===== src/rtl/photonic_switch_top.sv =====
// Two-stage clock-enable divider: 200 MHz -> 8 MHz -> 1 MHz strobes plus derived square waves.
// Latency: strobes are combinational from counter state; counters/toggles update on the next edge.
// Backpressure: none; en=0 freezes all state and forces both strobes low.

// Modular up-counter: advances on inc, wraps TERM -> 0, reset has priority.
// Latency: one clk from inc to new count; term is combinational from the count.
// Backpressure: none; holds while inc=0.
module up_counter #(
    parameter int         W    = 5,
    parameter logic [W-1:0] TERM = '1
) (
    input  logic         clk,
    input  logic         reset,
    input  logic         inc,
    output logic [W-1:0] cnt,
    output logic         term
);
    logic [W-1:0] cnt_q;
    logic [W-1:0] cnt_d;

    always_comb begin
        cnt_d = cnt_q;
        if (reset) begin
            cnt_d = '0;
        end else if (inc) begin
            cnt_d = (cnt_q == TERM) ? '0 : cnt_q + 1'b1;
        end
    end

    always_ff @(posedge clk) begin
        cnt_q <= cnt_d;
    end

    assign cnt  = cnt_q;
    assign term = (cnt_q == TERM);
endmodule

// Toggle register: inverts on tgl, clears on reset.
// Latency: one clk from tgl to output change.
// Backpressure: none; holds while tgl=0.
module toggle_reg (
    input  logic clk,
    input  logic reset,
    input  logic tgl,
    output logic q
);
    logic tgl_q;
    logic tgl_d;

    always_comb begin
        tgl_d = tgl_q;
        if (reset) begin
            tgl_d = 1'b0;
        end else if (tgl) begin
            tgl_d = ~tgl_q;
        end
    end

    always_ff @(posedge clk) begin
        tgl_q <= tgl_d;
    end

    assign q = tgl_q;
endmodule

// Top: c1 divides clk by DIV_A, c2 divides the c1 strobe by DIV_B.
// Latency: en_8MHz/en_1MHz combinational; temp/pwm_freq/c1/c2 registered.
// Backpressure: none; en=0 holds everything.
module photonic_switch_top #(
    parameter int DIV_A = 25,
    parameter int DIV_B = 8,
    parameter int CW    = 5
) (
    input  logic          clk,
    input  logic          reset,
    input  logic          en,
    output logic          en_8MHz,
    output logic          en_1MHz,
    output logic          temp,
    output logic          pwm_freq,
    output logic [CW-1:0] c1,
    output logic [CW-1:0] c2
);
    localparam logic [CW-1:0] C1_TERM = CW'(DIV_A - 1);
    localparam logic [CW-1:0] C2_TERM = CW'(DIV_B - 1);

    logic run;
    logic c1_term;
    logic c2_term;

    // Gating with reset keeps the strobes low while reset is held.
    assign run     = en & ~reset;
    assign en_8MHz = run & c1_term;
    assign en_1MHz = en_8MHz & c2_term;

    up_counter #(.W(CW), .TERM(C1_TERM)) u_c1 (
        .clk   (clk),
        .reset (reset),
        .inc   (run),
        .cnt   (c1),
        .term  (c1_term)
    );

    up_counter #(.W(CW), .TERM(C2_TERM)) u_c2 (
        .clk   (clk),
        .reset (reset),
        .inc   (en_8MHz),
        .cnt   (c2),
        .term  (c2_term)
    );

    toggle_reg u_temp (
        .clk   (clk),
        .reset (reset),
        .tgl   (en_8MHz),
        .q     (temp)
    );

    toggle_reg u_pwm (
        .clk   (clk),
        .reset (reset),
        .tgl   (en_1MHz),
        .q     (pwm_freq)
    );
endmodule


===== config.mk =====
export PLATFORM = sky130hd
export DESIGN_NAME = photonic_switch_top
export DESIGN_NICKNAME = d
export VERILOG_FILES = /design/src/rtl/photonic_switch_top.sv
export SDC_FILE = /design/constraint.sdc
export NUM_CORES = 1
export LEC_CHECK = 0
export BUFFER_PORTS_ARGS = -buffer_cell sky130_fd_sc_hd__buf_2
export CAP_MARGIN = 30
export CELL_PAD_IN_SITES_DETAIL_PLACEMENT = 1
export CELL_PAD_IN_SITES_GLOBAL_PLACEMENT = 2
export CORE_ASPECT_RATIO = 1.4
export CORE_MARGIN = 1
export CORE_UTILIZATION = 28
export DETAILED_ROUTE_END_ITERATION = 8
export GPL_TIMING_DRIVEN = 0
export PLACE_DENSITY_LB_ADDON = 0.25
export SKIP_LAST_GASP = 1
export SLEW_MARGIN = 20
export SYNTH_ARGS = -nofsm -noshare
export SYNTH_HDL_FRONTEND = slang
export SYNTH_HIERARCHICAL = 1
export SYNTH_SLANG_ARGS = --single-unit

===== constraint.sdc =====
create_clock -name clk -period 2 [get_ports clk]
set_input_delay 0.2 -clock clk [delete_from_list [all_inputs] [get_ports clk]]
set_output_delay 0.2 -clock clk [all_outputs]
set_load 0.01 [all_outputs]

==> metrics.cfg, run 1 <==
[finish]
final_area_sq_um=710.7
n_fill_cell=227
fin_util_pct=38.48
instances_no_fill=99
nNetsFinal=86
layout-drive-gt1-share_pct=31.65
area_growth_pct=24.84
antenna_cells=0

[placement]
dp_cells=95
dp_hpwl_microns=824.1
dpl-instance-area_sq_um=674.4
gp_congestion=0.6343
port_buffers=16
pre_cts_slack_ns=0.2935

[synthesis]
avgSynthCellArea_sq_um=9.649
synth_async_sr_flop_share_pct=0
ys_seq_elements=12
synth_top_cell_by_area=dfxtp_1
synth.most_common_cell=dfxtp_1
synth.yosys.seq_area_share_pct=42.20
synth_ff_type=dfxtp_1
synth_cells=59
synth_fp_nets=65
synth_top_area_share_pct=42.20
syn_area_sq_um=569.3
synth_cell_types=22
synth_area_leaders=dfxtp_1 (42%), xor2_1 (7.7%), ha_1 (6.6%)
synth_top_cells_by_count=dfxtp_1 (12), nor2_1 (10), xor2_1 (5)
synth_edf_count=0
yosysWarnings=6

[clock_network]
clk_latency_ns=0.27
cts_root_buf=clkbuf_4
htree_levels=1
clk_pin_slew_ns=0.07
cts_setup_buffers=0
numCtsBuffers=3
clock-sinks=12
cts_hold_buf=0
post_cts_resized=0
clk_path_buf_depth=2
cts_tree=yes

[min_path]
min_path_type=primary input to flop
min-delay-start=reset
min_path_cells=2

[critical_path]
crit_path_end=en_8MHz
worstSetupStartpoint=u_c1/cnt[0]$_SDFFE_PP0P_
end_kind=output port
rr_endpoint=u_c2/cnt[3]$_SDFFE_PP0P_
cp.required_ns=1.80
r2r_setup_slack_ns=0.28
reg2reg_depth=7
cp_max_fo=9
worstSetupStartpointType=flop
timing.rr.start=u_c1/cnt[0]$_SDFFE_PP0P_
worstSetupPathType=flop to output port
worstPathArrival_ns=1.56

[detailed_routing]
wl_microns=1088
via_count=468
drtAntennaViolNets=0
drc=0
dr.pass1.iters=2
drt-vias-per-instance=4.727
first_iter_violations=4
post_drt_wl_per_cell_microns=10.99

[sta]
setup_slack_ns=0.2370
tns_ns=0
hold-worst-slack_ns=0.2250
worst_slew_pin_slew_ns=0.3011
rsz0062_at_grt=false
finalCriticalPeriod_ns=1.763
fin_skew_ns=0.002715
max_slew_margin_pct=79.93
fmax_mhz=567.2
fin_crit_sh_pct=88.15
finalHoldViolations=0
drv_slew=0
setup_violations=0

[floorplan]
fp-row-count=18
die_h_microns=55.35
dieArea_sq_um=2220
start_util_pct=30.83
dieWidth_microns=40.11
ios=17
core_sq_um=1847

[global_route]
overflow=0
antenna_found_initial=0
track_usage_pct=11.38
grt_max_degree=13
first_global_vias=434
grt_pass1_wl_microns=1773

[job]
cap_viol_max_count=0

[pwr]
design_power_total_mw=0.4567
p_leak_nw=0.3342
peakVddDrop_uv=289.8
power_density_nw_per_um2=642.7

[status]
status=complete, no violations

## logic make-up (layout without fill, tap and decap cells)
family | Yosys count | in the layout | synth area share, %
AND/OR/NAND/NOR | 27 | 27 | 29.89
flip-flops | 12 | 12 | 42.20
XOR/XNOR | 8 | 8 | 12.31
AO/OA/AOI/OAI | 4 | 4 | 4.616
buffers and inverters | 4 | 24 | 2.637
adder cells (fa/ha/maj) | 3 | 3 | 6.594
multiplexers | 1 | 1 | 1.758
## sequential cells by signal, summed over array words and instances (netlist names)
name	cells
u_temp/q	1
u_c2/cnt	5
u_pwm/q	1
u_c1/cnt	5
## cell type report
type | count | area (sq um) | share of cell area, %
multi-input combinational | 43 | 314.1 | 44.19
buffer | 1 | 3.754 | 0.5282
timing repair buffer | 16 | 80.08 | 11.27
sequential | 12 | 240.2 | 33.80
tap | 20 | 25.02 | 3.521
inverter | 3 | 11.26 | 1.585
clock buffer | 4 | 36.28 | 5.106
## report_power, final
group / internal (mW) / switching (mW)
clock network: 0.110 / 0.0777
logic: 0.0104 / 0.0132
registers: 0.241 / 0.00371
## worst max-delay path, cell delays in order (launching register included)
cell	delay [ns]
dfxtp_1	0.42
inv_1	0.06
ha_1	0.20
and4b_1	0.19
and3b_2	0.26
buf_2	0.16
## cell usage in the layout, fill, tap and decap left out, types with 2 or more instances in the layout
cell and n:
inv_1 2, clkbuf_4 3, nand2_1 3, xor2_1 5
ha_1 3, nand4_1 4, and4b_1 2, nor2b_1 2
a21oi_1 2, nor2_1 10, xnor2_1 3, dfxtp_1 12
buf_2 16
## how the worst min path moves through the flow
stage                                          end  slack, ns
after global placement    u_c2/cnt[1]$_SDFFE_PP0P_       0.49
final                     u_c2/cnt[3]$_SDFFE_PP0P_       0.23
after global routing      u_c2/cnt[3]$_SDFFE_PP0P_       0.24
after detailed placement  u_c2/cnt[1]$_SDFFE_PP0P_       0.50
after floorplan           u_c2/cnt[3]$_SDFFE_PP0P_       0.26
after CTS                 u_c2/cnt[3]$_SDFFE_PP0P_       0.22
## per-layer routing
layer	track usage [%]	share of wire [%]
met3	2.410	5.6
met4	8.867	1.3
met2	16.82	47
met5	0	0
met1	13.25	46
Note: power is estimated with default switching activity, not from simulation.
==> run 2: changes to the inputs <==
ABC_AREA = 1   (was not set)
CORE_UTILIZATION = 25   (was 28)
==> run 2 against run 1 <==
Against the previous run:
- final cell count up 53%
- sequential share of layout area is 3.7 points lower
- global-route usage rose by 1.8 points
- largest power group unchanged
- fmax shrank 1.8%
- critical path depth grew 2
==> metrics.cfg, run 2 <==
[synthesis]
synth_top_cell_by_area=dfxtp_1
synth_ff_type=dfxtp_1
avgSynthCellArea_sq_um=6.540  ; -32%
synth_fa_ha_area_share_pct=5.917  ; -0.68 points
ys_seq_elements=12  ; unchanged
synth_async_sr_flop_share_pct=0  ; unchanged
synth_top_area_share_pct=37.87  ; -4.3 points
syn_area_sq_um=634.4  ; +11%
yosysWarnings=6  ; unchanged
synth_fp_nets=103  ; +58%
synth-compound-area-share_pct=6.706  ; +2.1 points
synth_edf_count=0  ; unchanged
synth_cells=97  ; +64%
synth.most_common_cell=nand2_1
synthSimpleGateAreaFrac_pct=37.28  ; +7.4 points
synth_area_leaders=dfxtp_1 (38%), nand2_1 (15%), nor2_1 (14%)
synthMuxAreaShare_pct=0  ; -1.8 points
synth.yosys.seq_area_share_pct=37.87  ; -4.3 points
synth_top_family_by_area=simple AND/OR/NAND/NOR gates
synth_top_cells_by_count=nand2_1 (25), nor2_1 (23), inv_1 (16)
synth_cell_types=18  ; -18%
synth_xor_area_share_pct=2.761  ; -9.5 points

[global_route]
track_usage_pct=13.18  ; +1.8 points
first_global_vias=581  ; +34%
antenna_found_initial=0  ; unchanged
grt_max_degree=11  ; -2
grt_pass1_wl_microns=2553  ; +44%
overflow=0  ; unchanged

[pwr]
power_density_nw_per_um2=588.6  ; -8.4%
design_power_total_mw=0.4691  ; +2.7%
p_leak_nw=0.3755  ; +12%
peakVddDrop_uv=217.9  ; -25%
switchingPower_mw=0.1067  ; +13%
pwr-share-seq_pct=52.2  ; -1.4 points
clockPowerShare_pct=41.8  ; +0.6 points
swShare_pct=22.74  ; +2.0 points
comb_power_share_pct=6.0  ; +0.8 points
p_int_mw=0.3624  ; about the same

[min_path]
min_path_type=primary input to flop
min-delay-start=reset
whs_endpoint=u_c1/cnt[1]$_SDFFE_PP0P_
min_path_cells=2  ; unchanged

[detailed_routing]
via_count=645  ; +38%
wl_microns=1566  ; +44%
first_iter_violations=5  ; +1
drc=0  ; unchanged
dr.pass1.iters=4  ; +2
drtAntennaViolNets=0  ; unchanged
drt-vias-per-instance=4.272  ; -9.6%
post_drt_wl_per_cell_microns=10.37  ; -5.6%

[finish]
layout-drive-gt1-share_pct=22.22  ; -9.4 points
final_area_sq_um=797.0  ; +12%
layout_common_cells=nand2_1 (25), nor2_1 (23), buf_2 (16)
nNetsFinal=124  ; +44%
final_common_cell=nand2_1
fin_util_pct=33.33  ; -5.1 points
instances_no_fill=151  ; +53%
area_growth_pct=25.64
antenna_cells=0  ; unchanged

[floorplan]
dieWidth_microns=44.57  ; +11%
start_util_pct=26.53  ; -4.3 points
ios=17  ; unchanged
die_h_microns=61.60  ; +11%
core_sq_um=2391  ; +29%
dieArea_sq_um=2746  ; +24%
fp-row-count=21  ; +3

[sta]
fin_crit_sh_pct=89.80  ; +1.6 points
finalHoldViolations=0  ; unchanged
finalCriticalPeriod_ns=1.796  ; +0.03296 ns
setup_slack_ns=0.2041  ; -0.03296 ns
setup_violations=0  ; unchanged
fin_skew_ns=0.004640  ; +0.001925 ns
worst_slew_pin_slew_ns=0.4705  ; +0.1694 ns
hold-worst-slack_ns=0.1851  ; -0.03994 ns
rsz0062_at_grt=false
max_slew_margin_pct=68.52  ; -11 points
drv_slew=0  ; unchanged
tns_ns=0  ; unchanged
fmax_mhz=556.8  ; -1.8%

[critical_path]
end_kind=output port
reg2reg_depth=11  ; +4
cp_max_fo=10  ; +1
r2r_setup_slack_ns=0.38  ; +0.10 ns
worstSetupPathType=flop to output port
worstSetupStartpointType=flop
cp.required_ns=1.80  ; about the same
rr_endpoint=u_c2/cnt[4]$_SDFFE_PP0P_
timing.rr.start=u_c1/cnt[0]$_SDFFE_PP0P_
worstPathArrival_ns=1.60  ; +0.04 ns

[clock_network]
cts_tree=yes
clk_path_buf_depth=2  ; unchanged
cts_root_buf=clkbuf_4
clk_pin_slew_ns=0.08  ; about the same
clock-sinks=12  ; unchanged
htree_levels=1  ; unchanged
post_cts_resized=0  ; unchanged
numCtsBuffers=3  ; unchanged
cts_hold_buf=0  ; unchanged
cts_setup_buffers=0  ; unchanged
clk_latency_ns=0.27  ; about the same

[placement]
gp_congestion=0.6957  ; +9.7%
dp_hpwl_microns=1246  ; +51%
dp_cells=147  ; +55%
pre_cts_slack_ns=0.3068  ; +0.01327 ns
dpl-instance-area_sq_um=757.0  ; +12%
port_buffers=16  ; unchanged

[job]
cap_viol_max_count=0  ; unchanged

[status]
status=complete, no violations

[run 2: worst max-delay path: stages (launching register included)]
cell        delay [ns]
dfxtp_1           0.37
inv_1             0.07
ha_1              0.13
nand2_1           0.06
nor3_1            0.21
nand3_2           0.15
clkinvlp_4        0.18
buf_2             0.16
[run 2: cell type report]
cell class / count / area (sq um)
well taps: 34 / 42.54
multi-input cells: 69 / 334.1
inverters: 16 / 63.81
flip-flops and latches: 12 / 240.2
repair buffers: 16 / 80.08
clock buffers: 4 / 36.28
fillers: 318 / 1594
[run 2: layer usage]
layer	GRT usage [%]	routed length, microns	share of wire, %	vias up
li1	-	-	-	333
met1	12.94	607	39	302
met2	25.00	895	57	8
met3	2.639	43	2.7	2
met4	7.792	20	1.3	0
met5	0	0	0	-
[run 2: cell families (layout without fill, tap and decap cells)]
group,count (synthesis),in the layout
buffers and inverters,16,36
xor gates and xnor gates,2,2
AOI/OAI and AO/OA,8,8
adders and majority gates,3,3
DFF,12,12
and+or+nand+nor,56,56
[run 2: how the worst max path moves through the flow]
| stage | startpoint | end | slack (ns) | depth (start not counted) |
|---|---|---|---|---|
| 2_1_floorplan | u_c1/cnt[0]$_SDFFE_PP0P_ | u_c2/cnt[4]$_SDFFE_PP0P_ | 0.43 | 11 |
| 3_5_place_dp | u_c1/cnt[0]$_SDFFE_PP0P_ | u_c2/cnt[3]$_SDFFE_PP0P_ | 0.31 | 11 |
| 4_1_cts | u_c1/cnt[0]$_SDFFE_PP0P_ | en_8MHz | 0.08 | 7 |
| 3_3_place_gp | u_c1/cnt[0]$_SDFFE_PP0P_ | u_c2/cnt[3]$_SDFFE_PP0P_ | 0.34 | 9 |
| 6_report | u_c1/cnt[0]$_SDFFE_PP0P_ | en_8MHz | 0.20 | 7 |
| 5_1_grt | u_c1/cnt[1]$_SDFFE_PP0P_ | en_8MHz | 0.02 | 7 |
[run 2: power by group through the flow]
stage                     sequential (mW)  combinational [mW]  clock (mW)
after global placement              0.250              0.0274           0
after CTS                           0.245              0.0291       0.204
final                               0.245              0.0283       0.196
after floorplan                     0.251              0.0161           0
after global routing                0.246              0.0328       0.220
after detailed placement            0.251              0.0287           0
